`src/rtl/huffman_pkg.sv`:
```
// Shared definitions for the Huffman input packer: FSM states, word geometry
// and default frame parameters.
package huffman_pkg;

  localparam int STAT_LEN_DEFAULT = 8192;
  localparam int LEN_W_DEFAULT    = 32;
  localparam int MASK_W           = 3;
  localparam int BYTE_W           = 8;
  localparam int WORD_W           = 32;

  typedef enum logic [2:0] {
    IDLE   = 3'd0,
    START  = 3'd1,
    ACTIVE = 3'd2,
    FLUSH  = 3'd3,
    DONE   = 3'd4
  } state_t;

endpackage

```
`src/rtl/huffman_byte_packer.sv`:
```
// Big-endian byte-to-word assembly register. A completing word is offered
// combinationally so it can reach the output register in the same cycle.
module huffman_byte_packer
  import huffman_pkg::*;
(
  input  logic              clk,
  input  logic              rst,
  input  logic              accept,
  input  logic [BYTE_W-1:0] s_data,
  input  logic              s_last,
  input  logic              stat_mark,
  input  logic              take,
  output logic              word_vld,
  output logic [WORD_W-1:0] word_data,
  output logic [MASK_W-1:0] word_cnt,
  output logic              word_last,
  output logic              word_mark,
  output logic              held
);

  logic [WORD_W-1:0] data_p0;
  logic [1:0]        idx_p0;
  logic [MASK_W-1:0] cnt_p0;
  logic              full_p0;
  logic              last_p0;
  logic              mark_p0;

  logic [WORD_W-1:0] base_data;
  logic [WORD_W-1:0] ins_data;
  logic [1:0]        base_idx;
  logic [4:0]        shamt;
  logic [MASK_W-1:0] ins_cnt;
  logic              base_mark;
  logic              ins_mark;
  logic              done;

  // A held (complete) word leaves this cycle whenever a byte is accepted, so
  // the incoming byte always starts a fresh word in that case.
  always_comb begin
    base_data = full_p0 ? '0 : data_p0;
    base_idx  = full_p0 ? 2'd0 : idx_p0;
    base_mark = full_p0 ? 1'b0 : mark_p0;
    shamt     = {base_idx, 3'b000};
    ins_data  = base_data | ({s_data, {(WORD_W-BYTE_W){1'b0}}} >> shamt);
    ins_cnt   = {1'b0, base_idx} + 3'd1;
    ins_mark  = base_mark | stat_mark;
    done      = accept && ((base_idx == 2'd3) || s_last);
  end

  always_comb begin
    held = full_p0;
    if (full_p0) begin
      word_vld  = 1'b1;
      word_data = data_p0;
      word_cnt  = cnt_p0;
      word_last = last_p0;
      word_mark = mark_p0;
    end else begin
      word_vld  = done;
      word_data = ins_data;
      word_cnt  = ins_cnt;
      word_last = s_last;
      word_mark = ins_mark;
    end
  end

  // Stage p0: assembly register
  always_ff @(posedge clk) begin
    if (rst) begin
      data_p0 <= '0;
      idx_p0  <= '0;
      cnt_p0  <= '0;
      full_p0 <= 1'b0;
      last_p0 <= 1'b0;
      mark_p0 <= 1'b0;
    end else begin
      if (full_p0 && take) begin
        full_p0 <= 1'b0;
        data_p0 <= '0;
        idx_p0  <= '0;
        cnt_p0  <= '0;
        last_p0 <= 1'b0;
        mark_p0 <= 1'b0;
      end
      if (accept) begin
        if (done) begin
          idx_p0 <= 2'd0;
          if (!full_p0 && take) begin
            data_p0 <= '0;
            mark_p0 <= 1'b0;
          end else begin
            full_p0 <= 1'b1;
            data_p0 <= ins_data;
            cnt_p0  <= ins_cnt;
            last_p0 <= s_last;
            mark_p0 <= ins_mark;
          end
        end else begin
          data_p0 <= ins_data;
          idx_p0  <= base_idx + 2'd1;
          mark_p0 <= ins_mark;
        end
      end
    end
  end

endmodule

```
`src/rtl/huffman_input_packer.sv`:
```
// Packs a byte stream into 32-bit big-endian words and drives the Huffman
// encoder's start / in_valid / stat_end / in_end / last_mask handshake.
module huffman_input_packer
  import huffman_pkg::*;
#(
  parameter int STAT_LEN = STAT_LEN_DEFAULT,
  parameter int LEN_W    = LEN_W_DEFAULT
) (
  input  logic              clk,
  input  logic              rst,
  input  logic              clear,
  input  logic              frame_start,
  input  logic [BYTE_W-1:0] s_data,
  input  logic              s_valid,
  input  logic              s_last,
  output logic              s_ready,
  output logic              h_start,
  output logic [WORD_W-1:0] h_data,
  output logic              h_valid,
  input  logic              h_full,
  output logic              h_stat_end,
  output logic              h_end,
  output logic [MASK_W-1:0] h_last_mask,
  output logic [LEN_W-1:0]  frame_len,
  output logic              frame_len_valid,
  output logic              busy
);

  state_t state_p;
  state_t state_nxt;

  logic              srst;
  logic              start_ok;
  logic              out_free;
  logic              xfer;
  logic              final_xfer;
  logic              take;
  logic              accept;
  logic              stat_mark;

  logic              word_vld;
  logic [WORD_W-1:0] word_data;
  logic [MASK_W-1:0] word_cnt;
  logic              word_last;
  logic              word_mark;
  logic              held;

  logic              out_vld_p1;
  logic [WORD_W-1:0] out_data_p1;
  logic              out_last_p1;

  assign srst       = rst | clear;
  assign start_ok   = frame_start && ((state_p == IDLE) || (state_p == DONE));
  assign out_free   = !out_vld_p1 || !h_full;
  assign xfer       = out_vld_p1 && !h_full;
  assign final_xfer = xfer && out_last_p1;
  assign take       = word_vld && out_free;
  assign accept     = s_valid && s_ready;
  assign stat_mark  = (frame_len == LEN_W'(STAT_LEN - 1));
  assign h_valid    = out_vld_p1;
  assign h_data     = out_data_p1;

  huffman_byte_packer u_packer (
    .clk       (clk),
    .rst       (srst),
    .accept    (accept),
    .s_data    (s_data),
    .s_last    (s_last),
    .stat_mark (stat_mark),
    .take      (take),
    .word_vld  (word_vld),
    .word_data (word_data),
    .word_cnt  (word_cnt),
    .word_last (word_last),
    .word_mark (word_mark),
    .held      (held)
  );

  always_ff @(posedge clk) begin
    if (srst) state_p <= IDLE;
    else      state_p <= state_nxt;
  end

  always_comb begin
    state_nxt = state_p;
    case (state_p)
      IDLE:    if (start_ok) state_nxt = START;
      START:   state_nxt = ACTIVE;
      ACTIVE:  if (accept && s_last) state_nxt = FLUSH;
      FLUSH:   if (final_xfer) state_nxt = DONE;
      DONE:    if (start_ok) state_nxt = START;
      default: state_nxt = IDLE;
    endcase
  end

  // A byte is refused only while a complete word waits behind a blocked output.
  always_comb begin
    h_start = (state_p == START);
    busy    = (state_p == START) || (state_p == ACTIVE) || (state_p == FLUSH);
    s_ready = (state_p == ACTIVE) && !(held && !out_free);
  end

  // Stage p1: output word register
  always_ff @(posedge clk) begin
    if (srst) begin
      out_vld_p1  <= 1'b0;
      out_data_p1 <= '0;
      out_last_p1 <= 1'b0;
    end else if (take) begin
      out_vld_p1  <= 1'b1;
      out_data_p1 <= word_data;
      out_last_p1 <= word_last;
    end else if (xfer) begin
      out_vld_p1  <= 1'b0;
    end
  end

  // Frame status: cleared on entry to START, latched as the frame ends.
  always_ff @(posedge clk) begin
    if (srst) begin
      frame_len       <= '0;
      frame_len_valid <= 1'b0;
      h_stat_end      <= 1'b0;
      h_end           <= 1'b0;
      h_last_mask     <= '0;
    end else if (start_ok) begin
      frame_len       <= '0;
      frame_len_valid <= 1'b0;
      h_stat_end      <= 1'b0;
      h_end           <= 1'b0;
      h_last_mask     <= '0;
    end else begin
      if (accept) frame_len <= frame_len + LEN_W'(1);
      if (take && (word_mark || word_last)) h_stat_end <= 1'b1;
      if (take && word_last) begin
        h_end       <= 1'b1;
        h_last_mask <= word_cnt;
      end
      if ((state_p == FLUSH) && final_xfer) frame_len_valid <= 1'b1;
    end
  end

endmodule

```
`config.mk`:
```
export PLATFORM = sky130hd
export DESIGN_NAME = huffman_input_packer
export DESIGN_NICKNAME = d
export VERILOG_FILES = /design/src/rtl/huffman_pkg.sv /design/src/rtl/huffman_byte_packer.sv /design/src/rtl/huffman_input_packer.sv
export SDC_FILE = /design/constraint.sdc
export NUM_CORES = 1
export LEC_CHECK = 0
export CAP_MARGIN = 20
export CORE_MARGIN = 2
export CORE_UTILIZATION = 52
export DETAILED_ROUTE_END_ITERATION = 10
export PLACE_DENSITY = 0.85
export SLEW_MARGIN = 20
export SYNTH_ARGS = -nofsm -noshare
export SYNTH_HDL_FRONTEND = slang
export SYNTH_SLANG_ARGS = --single-unit
```
`constraint.sdc`:
```
create_clock -name clk -period 2.42 [get_ports clk]
set_input_delay 0.726 -clock clk [delete_from_list [all_inputs] [get_ports clk]]
set_output_delay 0.726 -clock clk [all_outputs]
set_load 0.02 [all_outputs]
```
==> results.sh, run 1 <==
export IMPL_crit_required_ns=1.69
export IMPL_hold_buffers=0
export IMPL_drive_above_1_share=0.151
export IMPL_yosysTopAreaCellShare=0.461
export IMPL_portBuffers=88
export IMPL_final_instance_count_excl_fill=826
export IMPL_routedWlPerCell_um=19.0
export IMPL_clock_sinks=115
export IMPL_critPathArrivalTime_ns=1.66
export IMPL_crit_type="flip-flop to output pin"
export IMPL_synth_seq_area_share=0.461
export IMPL_overflow=0
export IMPL_root_buffer="clkbuf_8"
export IMPL_cpMaxStageDelayCell="clkdlybuf4s50_1"
export IMPL_worst_r2r_startpoint="u_packer.held$_SDFF_PP0_"
export IMPL_grt_pass1_wl_um=25200
export IMPL_final_setup_tns_ns=0
export IMPL_ys_ff_latch=115
export IMPL_die_area_mm2=0.0104
export IMPL_worstPathMaxFanout=6
export IMPL_synth_edf_count=0
export IMPL_area_growth_pct=40.4
export IMPL_synth_area_top_cells="dfxtp_1 46%, a21oi_1 8.1%, o2bb2ai_1 4.2%"
export IMPL_finalSetupViolations=0
export IMPL_drt_vias_per_instance=6.45
export IMPL_synth_ff_type="dfxtp_1"
export IMPL_vdd_drop_max_mv=0.613
export IMPL_crit_path_max_incr_delay_ns=0.66
export IMPL_fp_dieH_um=102
export IMPL_r2r_end="h_data[19]$_SDFFE_PP0N_"
export IMPL_route_vias_total=5331
export IMPL_crit_path_start="frame_len[14]$_SDFFE_PP0P_"
export IMPL_htreeDepth=4
export IMPL_post_route_period_util=0.984
export IMPL_fillers=617
export IMPL_report_final_slew_viol_count=0
export IMPL_hold_path_class="flip-flop to flip-flop"
export IMPL_drt_iter0_drc=474
export IMPL_skew_ns=0.00951
export IMPL_antenna_found_initial=0
export IMPL_synthDistinctLibCells=57
export IMPL_dp_cells=794
export IMPL_grt_max_degree=28
export IMPL_fmax_ghz=0.420
export IMPL_mostFrequentLayoutCells="114 x dfxtp_1, 80 x a21oi_1, 78 x clkdlybuf4s50_1"
export IMPL_worst_path_buf_inv=1
export IMPL_hold_end="u_packer.data_p0[12]$_SDFFE_PP0P_"
export IMPL_tightestPinTransition_ns=0.748
export IMPL_place_congestion=0.870
export IMPL_async_reset_ff_frac=0
export IMPL_leakagePower_nw=2.50
export IMPL_grt_pass1_vias=5050
export IMPL_rsz0062_at_grt="no"
export IMPL_clk_latency_ns=0.52
export IMPL_routed_wl_um=15700
export IMPL_cp_cell_sequence="clkdlybuf4s50_1"
export IMPL_drt_first_pass_iters=6
export IMPL_ys_warn_count=0
export IMPL_hpwlAfterDp_um=10200
export IMPL_io_pins=89
export IMPL_holdWs_ns=0.469
export IMPL_layout_commonest_cell="dfxtp_1"
export IMPL_yosys_area_top_type="dfxtp_1"
export IMPL_ff2ff_path_depth=9
export IMPL_run_status="finished, final reports clean"
export IMPL_n_antenna_cell=0
export IMPL_start_util=0.537
export IMPL_finalCriticalPeriod_ns=2.38
export IMPL_critPathTopFamily="buffers and inverters"
export IMPL_syn_nets=578
export IMPL_start_kind="flip-flop"
export IMPL_grtUsageTotal=0.309
export IMPL_whs_path_depth=1
export IMPL_r2r_setup_slack_ns=0.13
export IMPL_power_density_mw_per_mm2=678
export IMPL_cts_tree="done"
export IMPL_ant_nets=0
export IMPL_die_w_um=102
export IMPL_floorplan_core_area_mm2=0.00928
export IMPL_hold_viol=0
export IMPL_fin_nets=701
export IMPL_cts_made_buffers=17
export IMPL_cts_buffer_depth=2
export IMPL_slew_headroom=0.501
export IMPL_max_cap_violations=0
export IMPL_worstSetupEndpointType="output pin"
export IMPL_drc_errors=0
export IMPL_syn_cell_area_mm2=0.00499
export IMPL_clkTransAtPathRegs_ns=0.06
export IMPL_syn_inst=561
export IMPL_fp_row_count=35
export IMPL_hp_start="u_packer.data_p0[12]$_SDFFE_PP0P_"
export IMPL_avgSynthCellArea_um2=8.89
==> power by group <==
group	switching, mW	internal (mW)	total [mW]
registers	0.00353	1.90	1.90
clock network	0.910	1.77	2.68
logic	0.101	0.0686	0.169
==> cell usage after synthesis (9+ instances only) <==
library cell and number:
a211oi_1 24, mux2i_1 13, clkbuf_1 27, o21ai_0 20
nand4_1 16, o2bb2ai_1 24, nor2_1 22, or3_1 15
nand2_1 45, nor4_1 9, a21oi_1 81, dfxtp_1 115
nand3_1 23
==> stage by stage <==
step,power (mW),utilization,setup slack [ns],instance area [um2]
floorplan,2.02,-,0.134,4990
global placement,2.10,0.684,-0.647,6350
detailed placement,2.11,0.684,-0.628,6350
CTS,4.76,0.752,0.0258,6980
global route,4.86,0.755,0.00373,7010
finish,4.75,0.755,0.0383,7010
==> registers in the layout, indices dropped and copies added (netlist names) <==
name              flops
u_packer.mark_p0      1
h_last_mask           3
u_packer.cnt_p0       3
h_data               32
u_packer.data_p0     32
u_packer.last_p0      1
out_last_p1           1
frame_len_valid       1
u_packer.held         1
u_packer.idx_p0       2
state_p               3
h_valid               1
frame_len            32
h_stat_end            1
h_end                 1
==> logic make-up (layout without fill, tap and decap cells) <==
logic type	after synthesis	count (layout)	share of synthesized area
compound gates	198	198	0.263
xor+xnor	8	8	0.0140
fa+ha+maj	2	2	0.00501
buf+inv	47	183	0.0374
flops	115	115	0.461
mux	13	13	0.0261
simple gates	178	178	0.194
==> what timing repair did <==
action,in CTS,in global routing
buffers inserted,0,0
setup endpoints to repair,4,42
endpoints found under the hold margin,0,0
resized for setup,12,7
==> area by class of cell <==
cell class                      count  area [um2]  share of cell area
Inverter                            7        26.3             0.00375
Clock inverter                     14         210              0.0300
Sequential cell                   115        2300               0.329
Clock buffer                       18         418              0.0596
Multi-Input combinational cell    399        2530               0.361
Timing Repair Buffer              144        1360               0.194
Tap cell                          129         161              0.0230
==> layer usage <==
layer	global-route usage	up-vias	wire, um
met3	0.0705	67	1310
met1	0.393	2529	6230
met2	0.499	350	7630
met4	0.146	0	517
li1	-	2385	-
met5	0	-	0
==> worst max-delay path by stage <==
| stage | endpoint | slack (ns) | cells past startpoint |
|---|---|---|---|
| after global placement | s_ready | -0.65 | 4 |
| after floorplan | s_ready | 0.13 | 3 |
| final | frame_len[14] | 0.04 | 1 |
| after CTS | frame_len[20] | 0.03 | 1 |
| after global routing | frame_len[14] | 0.004 | 1 |
| after detailed placement | s_ready | -0.63 | 4 |
Power figures use the tool's default switching activity.
==> inputs of run 2 (changes only) <==
- CORE_ASPECT_RATIO: default -> 1.25
- PLACE_DENSITY: 0.85 -> 0.8
==> run 2 against run 1 <==
  * Global-route usage shrank 1.6 points
  * Cell area decreased by 0.84%
  * Non-clock buffer count decreased by 6
  * Die area barely moved
  * Clock power is essentially flat
  * Fmax up 2.8%
  * Register-to-register slack better by 0.04 ns
  * Critical path depth grew 1
  * Hold slack lost 0.0071 ns
  * Largest power group unchanged
  * Power is 0.48% higher
  * Highest routed layer unchanged
  * Via count shrank 4.4%
  * Clock-buffer cell count up 3
==> results.sh, run 2 (synthesized netlist as in run 1, its figures left out) <==
export IMPL_drt_first_pass_iters=7
export IMPL_ff2ff_path_depth=8
export IMPL_io_pins=89
export IMPL_vdd_drop_max_mv=0.525
export IMPL_post_route_period_util=0.957
export IMPL_finalSetupViolations=0
export IMPL_drive_above_1_share=0.139
export IMPL_finalCriticalPeriod_ns=2.32
export IMPL_worstPathMaxFanout=8
export IMPL_hold_path_class="flip-flop to flip-flop"
export IMPL_grt_pass1_vias=4980
export IMPL_crit_path_max_incr_delay_ns=0.47
export IMPL_drt_vias_per_instance=6.24
export IMPL_fin_nets=695
export IMPL_htreeDepth=4
export IMPL_overflow=0
export IMPL_routed_wl_um=15100
export IMPL_fillers=664
export IMPL_final_util=0.735
export IMPL_fin_area_mm2=0.00695
export IMPL_cp_cell_sequence="nor3b_1 -> dlygate4sd2_1"
export IMPL_whs_path_depth=2
export IMPL_fp_row_count=40
export IMPL_clk_latency_ns=0.42
export IMPL_gr_max_usage_layer="met2"
export IMPL_cts_buffer_depth=2
export IMPL_max_cap_violations=0
export IMPL_fmax_ghz=0.432
export IMPL_start_util=0.528
export IMPL_leakagePower_nw=2.38
export IMPL_drt_iter0_drc=437
export IMPL_clkTransAtPathRegs_ns=0.05
export IMPL_place_congestion=0.901
export IMPL_report_final_slew_viol_count=0
export IMPL_critPathTopFamily="flip-flops"
export IMPL_clock_sinks=115
export IMPL_mostFrequentLayoutCells="115 x dfxtp_1, 84 x clkdlybuf4s50_1, 80 x a21oi_1"
export IMPL_met2_usage=0.505
export IMPL_hold_buffers=0
export IMPL_grt_util_met3=0.0608
export IMPL_layout_commonest_cell="dfxtp_1"
export IMPL_tightestPinTransition_ns=0.762
export IMPL_die_w_um=91.6
export IMPL_cpMaxStageDelayCell="dfxtp_1"
export IMPL_hold_viol=0
export IMPL_portBuffers=88
export IMPL_r2r_setup_slack_ns=0.17
export IMPL_place_area_mm2=0.00630
export IMPL_crit_type="flip-flop to output pin"
export IMPL_floorplan_core_area_mm2=0.00946
export IMPL_hpwlAfterDp_um=10300
export IMPL_area_growth_pct=39.2
export IMPL_route_vias_total=5095
export IMPL_grtUsageTotal=0.293
export IMPL_die_area_mm2=0.0104
export IMPL_routedWlPerCell_um=18.5
export IMPL_setup_ws_ns=0.104
export IMPL_antenna_found_initial=0
export IMPL_ant_nets=0
export IMPL_cts_tree="done"
export IMPL_power_density_mw_per_mm2=687
export IMPL_grt_pass1_wl_um=24200
export IMPL_drc_errors=0
export IMPL_grt_max_degree=25
export IMPL_skew_ns=0.00641
export IMPL_hold_end="h_end$_SDFFE_PP0P_"
export IMPL_r2r_end="u_packer.data_p0[4]$_SDFFE_PP0P_"
export IMPL_worst_path_buf_inv=1
export IMPL_slew_headroom=0.492
export IMPL_run_status="finished, final reports clean"
export IMPL_worstSetupEndpointType="output pin"
export IMPL_cts_made_buffers=17
export IMPL_crit_required_ns=1.69
export IMPL_start_kind="flip-flop"
export IMPL_n_antenna_cell=0
export IMPL_critPathArrivalTime_ns=1.59
export IMPL_grt_use_met1=0.332
export IMPL_worst_r2r_startpoint="u_packer.held$_SDFF_PP0_"
export IMPL_post_place_ws_ns=-0.625
export IMPL_fp_dieH_um=114
export IMPL_hp_start="h_end$_SDFFE_PP0P_"
export IMPL_rsz0062_at_grt="no"
export IMPL_root_buffer="clkbuf_16"
-- run 2: cell count changes in the layout (fill, tap and decap cells not counted), moves of 2 or more --
cell	before	now
buf_4	53	46
clkbuf_1	1	3
clkdlybuf4s50_1	78	84
clkinvlp_4	3	1
dlymetal6s2s_1	5	0
-- run 2: layout make-up --
cell class	instances	area, um2	area share
clock buffer	21	450	0.0648
clock inverter	11	183	0.0263
inverter	7	26.3	0.00378
multi-input combinational	399	2520	0.363
sequential	115	2300	0.331
tap	126	158	0.0227
timing repair buffer	138	1300	0.188
-- run 2: where the power goes --
group	total (mW)	switching [mW]	internal (mW)
clock network	2.70	0.856	1.84
registers	1.90	0.00351	1.90
logic	0.175	0.104	0.0705
-- run 2: metal layers --
metal / up-vias / part of all wire
met5: - / 0
met4: 0 / 0.042
met3: 60 / 0.068
met2: 272 / 0.50
met1: 2395 / 0.39
li1: 2368 / -
-- run 2: worst max path at each step --
stage                                         from                       to  depth (start not counted)
after global routing      u_packer.held$_SDFF_PP0_  h_data[13]$_SDFFE_PP0N_                          9
after global placement                      h_full                  s_ready                          4
after detailed placement                    h_full                  s_ready                          4
after floorplan                             h_full                  s_ready                          3
final                      state_p[0]$_SDFFE_PP0P_                  h_start                          2
after CTS                  state_p[0]$_SDFFE_PP0P_                  h_start                          2
-- run 2: worst reg2reg max path: stages (launching register included) --
cell and delay [ns]:
dfxtp_1 0.44, nand2b_1 0.22, inv_1 0.08, ha_1 0.25
nor2_1 0.22, o21ai_2 0.12, a21oi_2 0.47, buf_12 0.24
o2bb2ai_1 0.14
-- run 2: timing repair --
| item | 4_1_cts | 5_1_grt |
|---|---|---|
| gates resized for setup | 13 | 0 |
| hold endpoints to repair | 0 | 0 |
| buffers inserted | 0 | 0 |
| setup endpoints to repair | 3 | 0 |
-- run 2: through the flow --
stage               hold WS, ns  total power [mW]  cells  TNS, ns
detailed placement        0.448              2.11    785   -13.25
floorplan                 0.433              2.02    561        0
finish                    0.462              4.77    817        0
CTS                       0.465              4.78    817        0
global route              0.473              4.88    817        0
global placement          0.447              2.11    785   -10.54
